[config.mk]
export PLATFORM = sky130hd
export DESIGN_NAME = instr_mem_loader
export DESIGN_NICKNAME = d
export VERILOG_FILES = /design/src/rtl/instr_mem_loader.sv
export SDC_FILE = /design/constraint.sdc
export NUM_CORES = 1
export LEC_CHECK = 0
export CORE_ASPECT_RATIO = 0.7
export CORE_MARGIN = 4
export CORE_UTILIZATION = 45
export CTS_CLUSTER_DIAMETER = 200
export DETAILED_ROUTE_END_ITERATION = 6
export PLACE_DENSITY = 0.78
export SLEW_MARGIN = 20
export SYNTH_ARGS = -nofsm -noshare
export SYNTH_HDL_FRONTEND = slang
export SYNTH_SLANG_ARGS = --single-unit
[constraint.sdc]
create_clock -name clk -period 3 [get_ports clk]
set_clock_uncertainty 0.15 [all_clocks]
set_input_delay 0.6 -clock clk [delete_from_list [all_inputs] [get_ports clk]]
set_output_delay 0.6 -clock clk [all_outputs]
set_load 0.01 [all_outputs]
[src/rtl/instr_mem_loader.sv]
// instr_mem_loader: streams image bytes into instruction memory as
// little-endian words and holds the CPU in reset until a full image is in.
// Optional feature: define LOADER_CHECKSUM_EN to build a running sum of
// every written word; otherwise checksum is tied to zero.
module instr_mem_loader #(
  parameter int DATA_WIDTH    = 32,
  parameter int ADDRESS_WIDTH = 9
) (
  input  logic                     clk,
  input  logic                     rst,
  input  logic                     start,
  input  logic                     byte_valid,
  input  logic [7:0]               byte_data,
  input  logic                     byte_last,
  output logic                     byte_ready,
  output logic                     wr_en,
  output logic [ADDRESS_WIDTH-1:0] wr_addr,
  output logic [DATA_WIDTH-1:0]    wr_data,
  output logic                     cpu_rst,
  output logic                     done,
  output logic                     err,
  output logic [DATA_WIDTH-1:0]    checksum
);

  typedef enum logic [2:0] {IDLE, LOAD, FLUSH, DONE, ERROR} state_t;

  // word address carries one extra bit so "every word written" is representable
  localparam logic [ADDRESS_WIDTH:0] ADDR_LIMIT = {1'b1, {ADDRESS_WIDTH{1'b0}}};
  localparam logic [ADDRESS_WIDTH:0] ADDR_STEP  = (ADDRESS_WIDTH+1)'(4);

  state_t                  state;
  logic [ADDRESS_WIDTH:0]  word_addr;
  logic [1:0]              byte_idx;
  logic [DATA_WIDTH-1:0]   word_buf;
  logic [DATA_WIDTH-1:0]   merged_word;
  logic                    accept;
  logic                    restart;

  assign accept  = byte_valid && byte_ready;
  assign restart = start && (state == IDLE || state == DONE || state == ERROR);

  // merge the incoming byte into its little-endian lane; unfilled lanes stay zero
  always_comb begin
    merged_word = word_buf | ({{(DATA_WIDTH-8){1'b0}}, byte_data} << {byte_idx, 3'b000});
  end

  // load sequencer: every output is registered alongside the state
  always_ff @(posedge clk or negedge rst) begin
    if (!rst) begin
      state      <= IDLE;
      word_addr  <= '0;
      byte_idx   <= '0;
      word_buf   <= '0;
      byte_ready <= 1'b0;
      wr_en      <= 1'b0;
      wr_addr    <= '0;
      wr_data    <= '0;
      cpu_rst    <= 1'b1;
      done       <= 1'b0;
      err        <= 1'b0;
    end else begin
      wr_en <= 1'b0;
      case (state)
        IDLE, DONE, ERROR: begin
          if (start) begin
            state      <= LOAD;
            word_addr  <= '0;
            byte_idx   <= '0;
            word_buf   <= '0;
            byte_ready <= 1'b1;
            cpu_rst    <= 1'b1;
            done       <= 1'b0;
            err        <= 1'b0;
          end
        end
        LOAD: begin
          if (accept) begin
            if (word_addr == ADDR_LIMIT) begin
              state      <= ERROR;
              byte_ready <= 1'b0;
              err        <= 1'b1;
            end else if (byte_idx == 2'd3 || byte_last) begin
              wr_en    <= 1'b1;
              wr_data  <= merged_word;
              wr_addr  <= word_addr[ADDRESS_WIDTH-1:0];
              word_buf <= '0;
              byte_idx <= '0;
              if (byte_idx == 2'd3) begin
                word_addr <= word_addr + ADDR_STEP;
              end
              if (byte_last) begin
                state      <= FLUSH;
                byte_ready <= 1'b0;
              end
            end else begin
              word_buf <= merged_word;
              byte_idx <= byte_idx + 2'd1;
            end
          end
        end
        FLUSH: begin
          state   <= DONE;
          done    <= 1'b1;
          cpu_rst <= 1'b0;
        end
        default: begin
          state      <= IDLE;
          byte_ready <= 1'b0;
          cpu_rst    <= 1'b1;
          done       <= 1'b0;
          err        <= 1'b0;
        end
      endcase
    end
  end

`ifdef LOADER_CHECKSUM_EN
  // running sum of written words, cleared whenever a new load begins
  always_ff @(posedge clk or negedge rst) begin
    if (!rst) begin
      checksum <= '0;
    end else if (restart) begin
      checksum <= '0;
    end else if (wr_en) begin
      checksum <= checksum + wr_data;
    end
  end
`else
  assign checksum = '0;
`endif

endmodule

# Yosys cells after proc, flatten, opt, wreduce, memory -nomap -nowiden
# Cells that the tools add are included.
op_classes:
  add_sub_neg: 2
  n_eq_ne: 14
  shift: 1
  mux: 38
  bitwise: 4
  reduce_logical: 12
ops:
  columns: ["operator", "count"]
  rows:
  - ["$mux W32", 4]
  - ["$pmux W32 S2", 1]
  - ["$mux W10", 5]
  - ["$or A32 B32 Y32", 1]
  - ["$shl A8 B5 Y32", 1]
  - ["$pmux W10 S2", 1]
  - ["$reduce_and A4 Y1", 4]
  - ["$mux W3", 5]
  - ["$mux W1", 12]
  - ["$ne A2 B2 Y1 const B", 6]
  - ["$pmux W1 S3", 4]
  - ["$add A10 B3 Y10 const B", 1]
  - ["$eq A10 B10 Y1 const B", 1]
  - ["$pmux W3 S3", 1]
  - ["$mux W2", 4]
  - ["$eq A3 B2 Y1 const B", 2]
  - ["$ne A3 B3 Y1 const B", 2]
  - ["$reduce_and A6 Y1", 1]
  - ["$reduce_and A5 Y1", 1]
  - ["$pmux W2 S2", 1]
  - ["$eq A3 B1 Y1 const B", 1]
  - ["$eq A3 B3 Y1 const B", 1]
  - ["$logic_not A3 Y1", 1]
  - ["$not A1 Y1", 3]
  - ["7 further kinds", 7]
totals:
  register_bits: 93
  word_cells: 82

# Logic depth before layout (Yosys ltp)
# Gate-level depths: netlist of run 1.
depth:
  ltp_word: 6
  depth_mapped: 9

# Worst setup path before layout of run 1
# Ideal clock, no wire load.
synth_timing:
  path_type: "flip-flop to flip-flop"
  from: "register byte_idx[0]"
  to: "register wr_addr[5]"
  setup_time_ns: 0.128
  arrival_ns: 1.814
  t_required_ns: 2.722
  path_slack_ns: 0.909
  path_stages_with_launch: 9
  path_buffers: 2
  path_cell_list: "dfrtp_1 ha_1 clkbuf_1 nor2_1 nor2_1 nand2_2 inv_2 buf_6 mux2_1"
synth_via:
  elab_chain_len: 3
synth_rtl:
  columns: ["element", "line", "rtl"]
  rows:
  - ["from (decl)", "33", "logic [1:0] byte_idx;"]
  - ["from (signal assigned)", "97", "byte_idx <= byte_idx + 2'd1;"]
  - ["$eq A2 B2 Y1", "82", "end else if (byte_idx == 2'd3 || byte_last) begin"]
  - ["$logic_or A1 B1 Y1", "82", null]
  - ["$reduce_and A4 Y1 (no line)", null, null]
  - ["to (signal assigned)", "85", "wr_addr <= word_addr[ADDRESS_WIDTH-1:0];"]
  - ["to (decl)", "17", "output logic [ADDRESS_WIDTH-1:0] wr_addr,"]
# Every way passes these cells.
# A chain may end at the register's enable or synchronous reset.

# Worst setup path after layout of run 1
layout_timing:
  from: "register state[0]"
  to: "register word_buf[26]"
layout_via:
  elab_chain_len: 4
  elab_cells_between_ends: 11
layout_rtl:
  columns: ["element", "line", "rtl"]
  rows:
  - ["from (decl)", "31", "state_t state;"]
  - ["from (signal assigned)", "50", "state <= IDLE;"]
  - ["from (signal assigned)", "66", "state <= LOAD;"]
  - ["from (signal assigned)", "79", "state <= ERROR;"]
  - ["$eq A3 B2 Y1, or another cell as far along", "63", "case (state)"]
  - ["$reduce_or A3 Y1", "63", null]
  - ["$ne A2 B2 Y1 (no line) / $reduce_bool A2 Y1 (equally long branches)", null, null]
  - ["$reduce_and A4 Y1 (no line)", null, null]
  - ["to (signal assigned)", "96", "word_buf <= merged_word;"]
  - ["to (decl)", "34", "logic [DATA_WIDTH-1:0] word_buf;"]
# Parallel ways exist; a longest one is shown, timed or not.

==> results of run 1 <==
## registers in the layout, indices dropped and copies added (netlist names), 2 cells and up
register / flops
wr_data: 32
word_buf: 32
word_addr: 8
byte_idx: 2
wr_addr: 7
state: 3
## report_power, final
| group | internal, mW | total (mW) | leakage, nW | switching (mW) |
|---|---|---|---|---|
| logic | 0.992 | 2.22 | 1.03 | 1.23 |
| registers | 1.60 | 1.93 | 1.15 | 0.330 |
| clock network | 0.644 | 1.09 | 0.137 | 0.442 |
## path summary, 6_finish.rpt
| kind | cells past startpoint | to | start | slack (ps) |
|---|---|---|---|---|
| setup / recovery | 5 | word_buf[26]$_DFFE_PN0P_ | state[0]$_DFFE_PN0P_ | 550 |
| hold / removal | 1 | word_addr[2]$_DFFE_PN0P_ | rst | 100 |
| max in group asynchronous | 2 | cpu_rst$_DFFE_PN1P_ | rst | 1860 |
| setup reg to reg | 5 | word_buf[26]$_DFFE_PN0P_ | state[0]$_DFFE_PN0P_ | 550 |
| min in group clk | 1 | wr_addr[6]$_DFFE_PN0P_ | wr_addr[6]$_DFFE_PN0P_ | 340 |
| hold reg to reg | 1 | wr_addr[6]$_DFFE_PN0P_ | wr_addr[6]$_DFFE_PN0P_ | 340 |
## worst max-delay path, cell delays in order (launching register included)
cell	delay [ps]
dfrtp_1	590
or3b_4	490
a211oi_4	460
a2bb2oi_4	180
buf_4	330
nor2_1	110
## cell type report
type                    instances  area, µm²
multi-input cells             329       1840
fillers                       827       4110
clock inverters                 4       47.5
clock buffers                  12        236
well taps                     124        155
flip-flops and latches         89       2230
repair buffers                 65        638
inverters                       8       30.0
## cell families after synthesis
family          count (synthesis)  share of synthesized area (%)
buf+inv                        70                           10.3
flops                          89                           50.7
other cells                     1                         0.0853
fa+ha+maj                       3                          0.854
mux                             7                           1.76
compound gates                107                           17.5
simple gates                  178                           18.8
## layer usage
layer,up-vias,share of wire [%],global-route usage [%]
li1,1618,-,-
met2,130,47,28.1
met5,-,0,0
met4,0,0.67,3.39
met3,8,6.7,5.20
met1,1642,46,25.2
## layout by cell type (no fill, tap or decap), drive strengths merged, types with 9 or more instances in the layout
master,Yosys,routed
nor2,106,106
dfrtp,88,88
clkdlybuf4s50,0,55
a21oi,42,42
conb,1,34
a41oi,32,32
and2,25,25
nand2,17,17
clkbuf,10,12
buf,52,10
o21ai,9,9
## through the flow
step	worst slack, ps	util (%)	cell area [µm²]	hold WS [ps]	instances
floorplan	909	-	4520	154	488
global placement	439	52.7	4890	316	615
detailed placement	330	52.7	4890	327	615
CTS	584	55.7	5180	122	631
global route	454	55.7	5180	134	631
finish	548	55.7	5180	96.7	631
==> results.toml, run 1 <==
[status]
outcome = "finished clean"

[die]
coreArea_um2 = 9290
die_y_um = 90.7
die_area_um2 = 11400
io_pins = 91
rows = 29
initial_core_util_pct = 47.3
die_x_um = 126

[worst_setup_path]
worstSetupPathType = "register to register"
end_kind = "register"
worst-endpoint-arrival_ps = 2500
path_max_fanout = 32
critPathRequiredTime_ps = 3050
worst_setup_path_start_kind = "register"

[global_routing]
grt_pass1_vias = 3343
grt_start_max_net_pins = 46
overflow = 0
grtUsageTotal_pct = 18.0
grt_pass1_wl_mm = 16.7
antenna_found_initial = 0

[clock_tree]
clk_latency_ps = 330
cts_sinks = 89
cts_buffer_depth = 2
postCtsSetupRepairBufs = 0
cts_made_buffers = 9
clk_transition_reported_paths_ps = 60
tritoncts = "built"
cts_resized = 0
cts_max_level = 3
ctsHoldBuffers = 0
root_buffer = "clkbuf_16"

[layout]
antenna_cells = 0
drive_gt1_share_pct = 7.89
syn2layout_area_growth_pct = 17.8
layout.nets = 518

[timing]
slew_headroom_pct = 63.6
tightest_slew_ps = 547
rsz0062_at_grt = "false"
finalSetupViolations = 0
fin_crit_sh_pct = 81.7
fin_crit_ps = 2450
final-hold-violation-count = 0
maxSlewViolCount = 0
fmaxAchievable_ghz = 0.408
setup_tns_ps = 0

[synth]
synth_most_common_cell = "nor2_1"
synth_area_per_cell_um2 = 9.66
async_flop_share_pct = 100
syn_inst = 455
yosys.area.top_type = "dfrtp_1"
ys_top_cells_by_area = "dfrtp_1, nor2_1, buf_4"
syn_area_um2 = 4400
ys_ff_latch = 89
synth.distinct_cells = 49
ys_top_cells_by_count = "nor2_1, dfrtp_1, a21oi_1, buf_4, a41oi_1"
yosys_warnings = 0
ys_seq_area_share_pct = 50.7
ys.flop_type = "dfrtp_1"
synth_edf_count = 0
netlist.area_leader.share_pct = 50.1

[placement]
dp_hpwl_mm = 6.90
port_buffers = 56
place.gp.congestion = 0.880

[power_and_ir_drop]
powerDensity_nw_per_um2 = 1010
leakagePower_nw = 2.32
p_total_mw = 5.24
ir_drop_v = 0.000472

[detailed_routing]
vias_per_cell = 5.39
num_vias = 3398
dr.pass1.iters = 5
wl_per_cell_um = 16.1
drc = 0
antenna_left = 0
drt_iter0_drc = 276
wl_mm = 10.1

[flow_run]
cap_viol_max_count = 0

[min_path]
hold_class = "primary input to async pin"
Note: power is estimated with default switching activity, not from simulation.
==> inputs of run 2 (changes only) <==
PLACE_DENSITY = 0.8   (was 0.78)
clock period = 2.19 ns   (was 3 ns; I/O delays follow)
==> run 2 against run 1 <==
Net effect:
- the flow now finishes with violations (hold timing)
- hold slack worse by 120 ps
- maximum frequency up 18%
- critical path depth up 4
- non-clock buffer count up 9
- register-to-register slack worse by 440 ps
- cell count up 1.3%
- clock power up 48%
- sequential share of layout area down 1.2 points
- combinational power up 52%
- sequential power up 32%
- via count up 2.2%
- power up 44%
- critical endpoint is now wr_data[11]$_DFFE_PN0P_
==> results.toml, run 2 (synthesis gave the netlist of run 1 again) <==
[clock_tree]
cts_sinks = 89
cts_buffer_depth = 2
root_buffer = "clkbuf_16"
cts_max_level = 3
clk_transition_reported_paths_ps = 60
ctsHoldBuffers = 0
clk_latency_ps = 340
cts_made_buffers = 9
tritoncts = "built"

[worst_setup_path]
worst_setup_path_start_kind = "register"
worstSetupPathType = "register to register"
end_kind = "register"
worst_path_max_delay_cell = "dfrtp_1"
slowest_delay_ps = 390
worst-endpoint-arrival_ps = 2190
critPathRequiredTime_ps = 2300
cp_cell_sequence = "inv_1 > ha_1 > and4bb_2 > a21oi_4 > nand2_2 > inv_2 > buf_4 > nor2_1 > a21oi_1"
path_max_fanout = 20
cp.buffers_inverters = 3
cp_top_family = "buffers and inverters"

[global_routing]
grt_start_max_net_pins = 90
grtUsageTotal_pct = 18.5
overflow = 0
grt_pass1_vias = 3430
grt_pass1_wl_mm = 17.1
antenna_found_initial = 0

[min_path]
hold_class = "primary input to async pin"

[detailed_routing]
wl_mm = 10.2
wl_per_cell_um = 16.0
antenna_left = 0
vias_per_cell = 5.43
drc = 0
drt_iter0_drc = 274
dr.pass1.iters = 4
num_vias = 3472

[timing]
rsz0062_at_grt = "true"
fin_ws_ps = 111
tightest_slew_ps = 578
fmaxAchievable_ghz = 0.481
final-hold-violation-count = 20
setup_tns_ps = 0
fin_crit_ps = 2080
timing.hold.ws_ps = -27.2
finalSetupViolations = 0
maxSlewViolCount = 0
fin_crit_sh_pct = 94.9
slew_headroom_pct = 61.4

[die]
die_y_um = 90.7
io_pins = 91
die_area_um2 = 11400
die_x_um = 126
rows = 29
coreArea_um2 = 9290
initial_core_util_pct = 47.3

[status]
outcome = "complete, but fails checks"
failed_checks = "hold timing"

[placement]
pre_cts_ws_ps = -50.0
place.gp.congestion = 0.858
dp_hpwl_mm = 7.01
port_buffers = 56

[power_and_ir_drop]
ir_drop_v = 0.000714
leakagePower_nw = 2.40
p_total_mw = 7.52
powerDensity_nw_per_um2 = 1410

[layout]
drive_gt1_share_pct = 9.51
reg_top3 = "word_buf x32, wr_data x32, word_addr x8"
syn2layout_area_growth_pct = 21.1
mostFrequentLayoutCells = "nor2_1, dfrtp_1, clkdlybuf4s50_1"
antenna_cells = 0
final_common_cell = "nor2_1"
layout.nets = 527

[flow_run]
cap_viol_max_count = 0
==> run 2: path summary, 6_finish.rpt <==
check,from,end,slack (ps),cells past startpoint
max,word_addr[3]$_DFFE_PN0P_,wr_data[11]$_DFFE_PN0P_,110,9
min,rst,err$_DFFE_PN0P_,-30,2
max reg2reg,word_addr[3]$_DFFE_PN0P_,wr_data[11]$_DFFE_PN0P_,110,9
min reg2reg,wr_addr[5]$_DFFE_PN0P_,wr_addr[5]$_DFFE_PN0P_,350,1
max in group asynchronous,rst,wr_data[24]$_DFFE_PN0P_,1560,2
min in group clk,wr_addr[5]$_DFFE_PN0P_,wr_addr[5]$_DFFE_PN0P_,350,1
==> run 2: timing repair <==
| action | CTS | global route |
|---|---|---|
| resized for setup | 0 | 1 |
| endpoints found under the setup margin | 0 | 11 |
| buffers inserted | 0 | 0 |
==> run 2: per-stage QoR <==
step	util (%)	instance area, µm²	cells
after floorplan	-	4520	488
after global placement	53.9	5010	624
after detailed placement	53.9	5010	624
after CTS	57.3	5320	639
after global routing	57.3	5320	639
final	57.3	5320	639
==> run 2: report_power, final <==
part / internal [mW] / switching [mW] / leakage (nW)
logic: 1.53 / 1.85 / 1.09
registers: 2.20 / 0.336 / 1.15
clock network: 1.02 / 0.590 / 0.153
total: 4.75 / 2.77 / 2.40
==> run 2: layout make-up <==
class / count / area, µm²
inverter: 8 / 30.0
multi-input combinational: 329 / 1840
tap: 124 / 155
fill: 810 / 3970
clock inverter: 3 / 65.1
sequential: 89 / 2230
timing repair buffer: 74 / 756
clock buffer: 12 / 246
==> run 2: per-layer routing <==
layer | global-route usage (%) | part of all wire [%] | vias up
met1 | 26.0 | 45 | 1694
met2 | 27.3 | 46 | 141
met5 | 0 | 0 | -
li1 | - | - | 1630
met4 | 5.54 | 1.1 | 0
met3 | 5.79 | 8.3 | 7
==> run 2: worst register-to-register path, stage by stage, from the launching register on <==
cell      delay, ps
dfrtp_1         390
inv_1            80
ha_1            170
and4bb_2        290
a21oi_4         180
nand2_2          80
inv_2           190
buf_4           270
nor2_1           70
a21oi_1         130
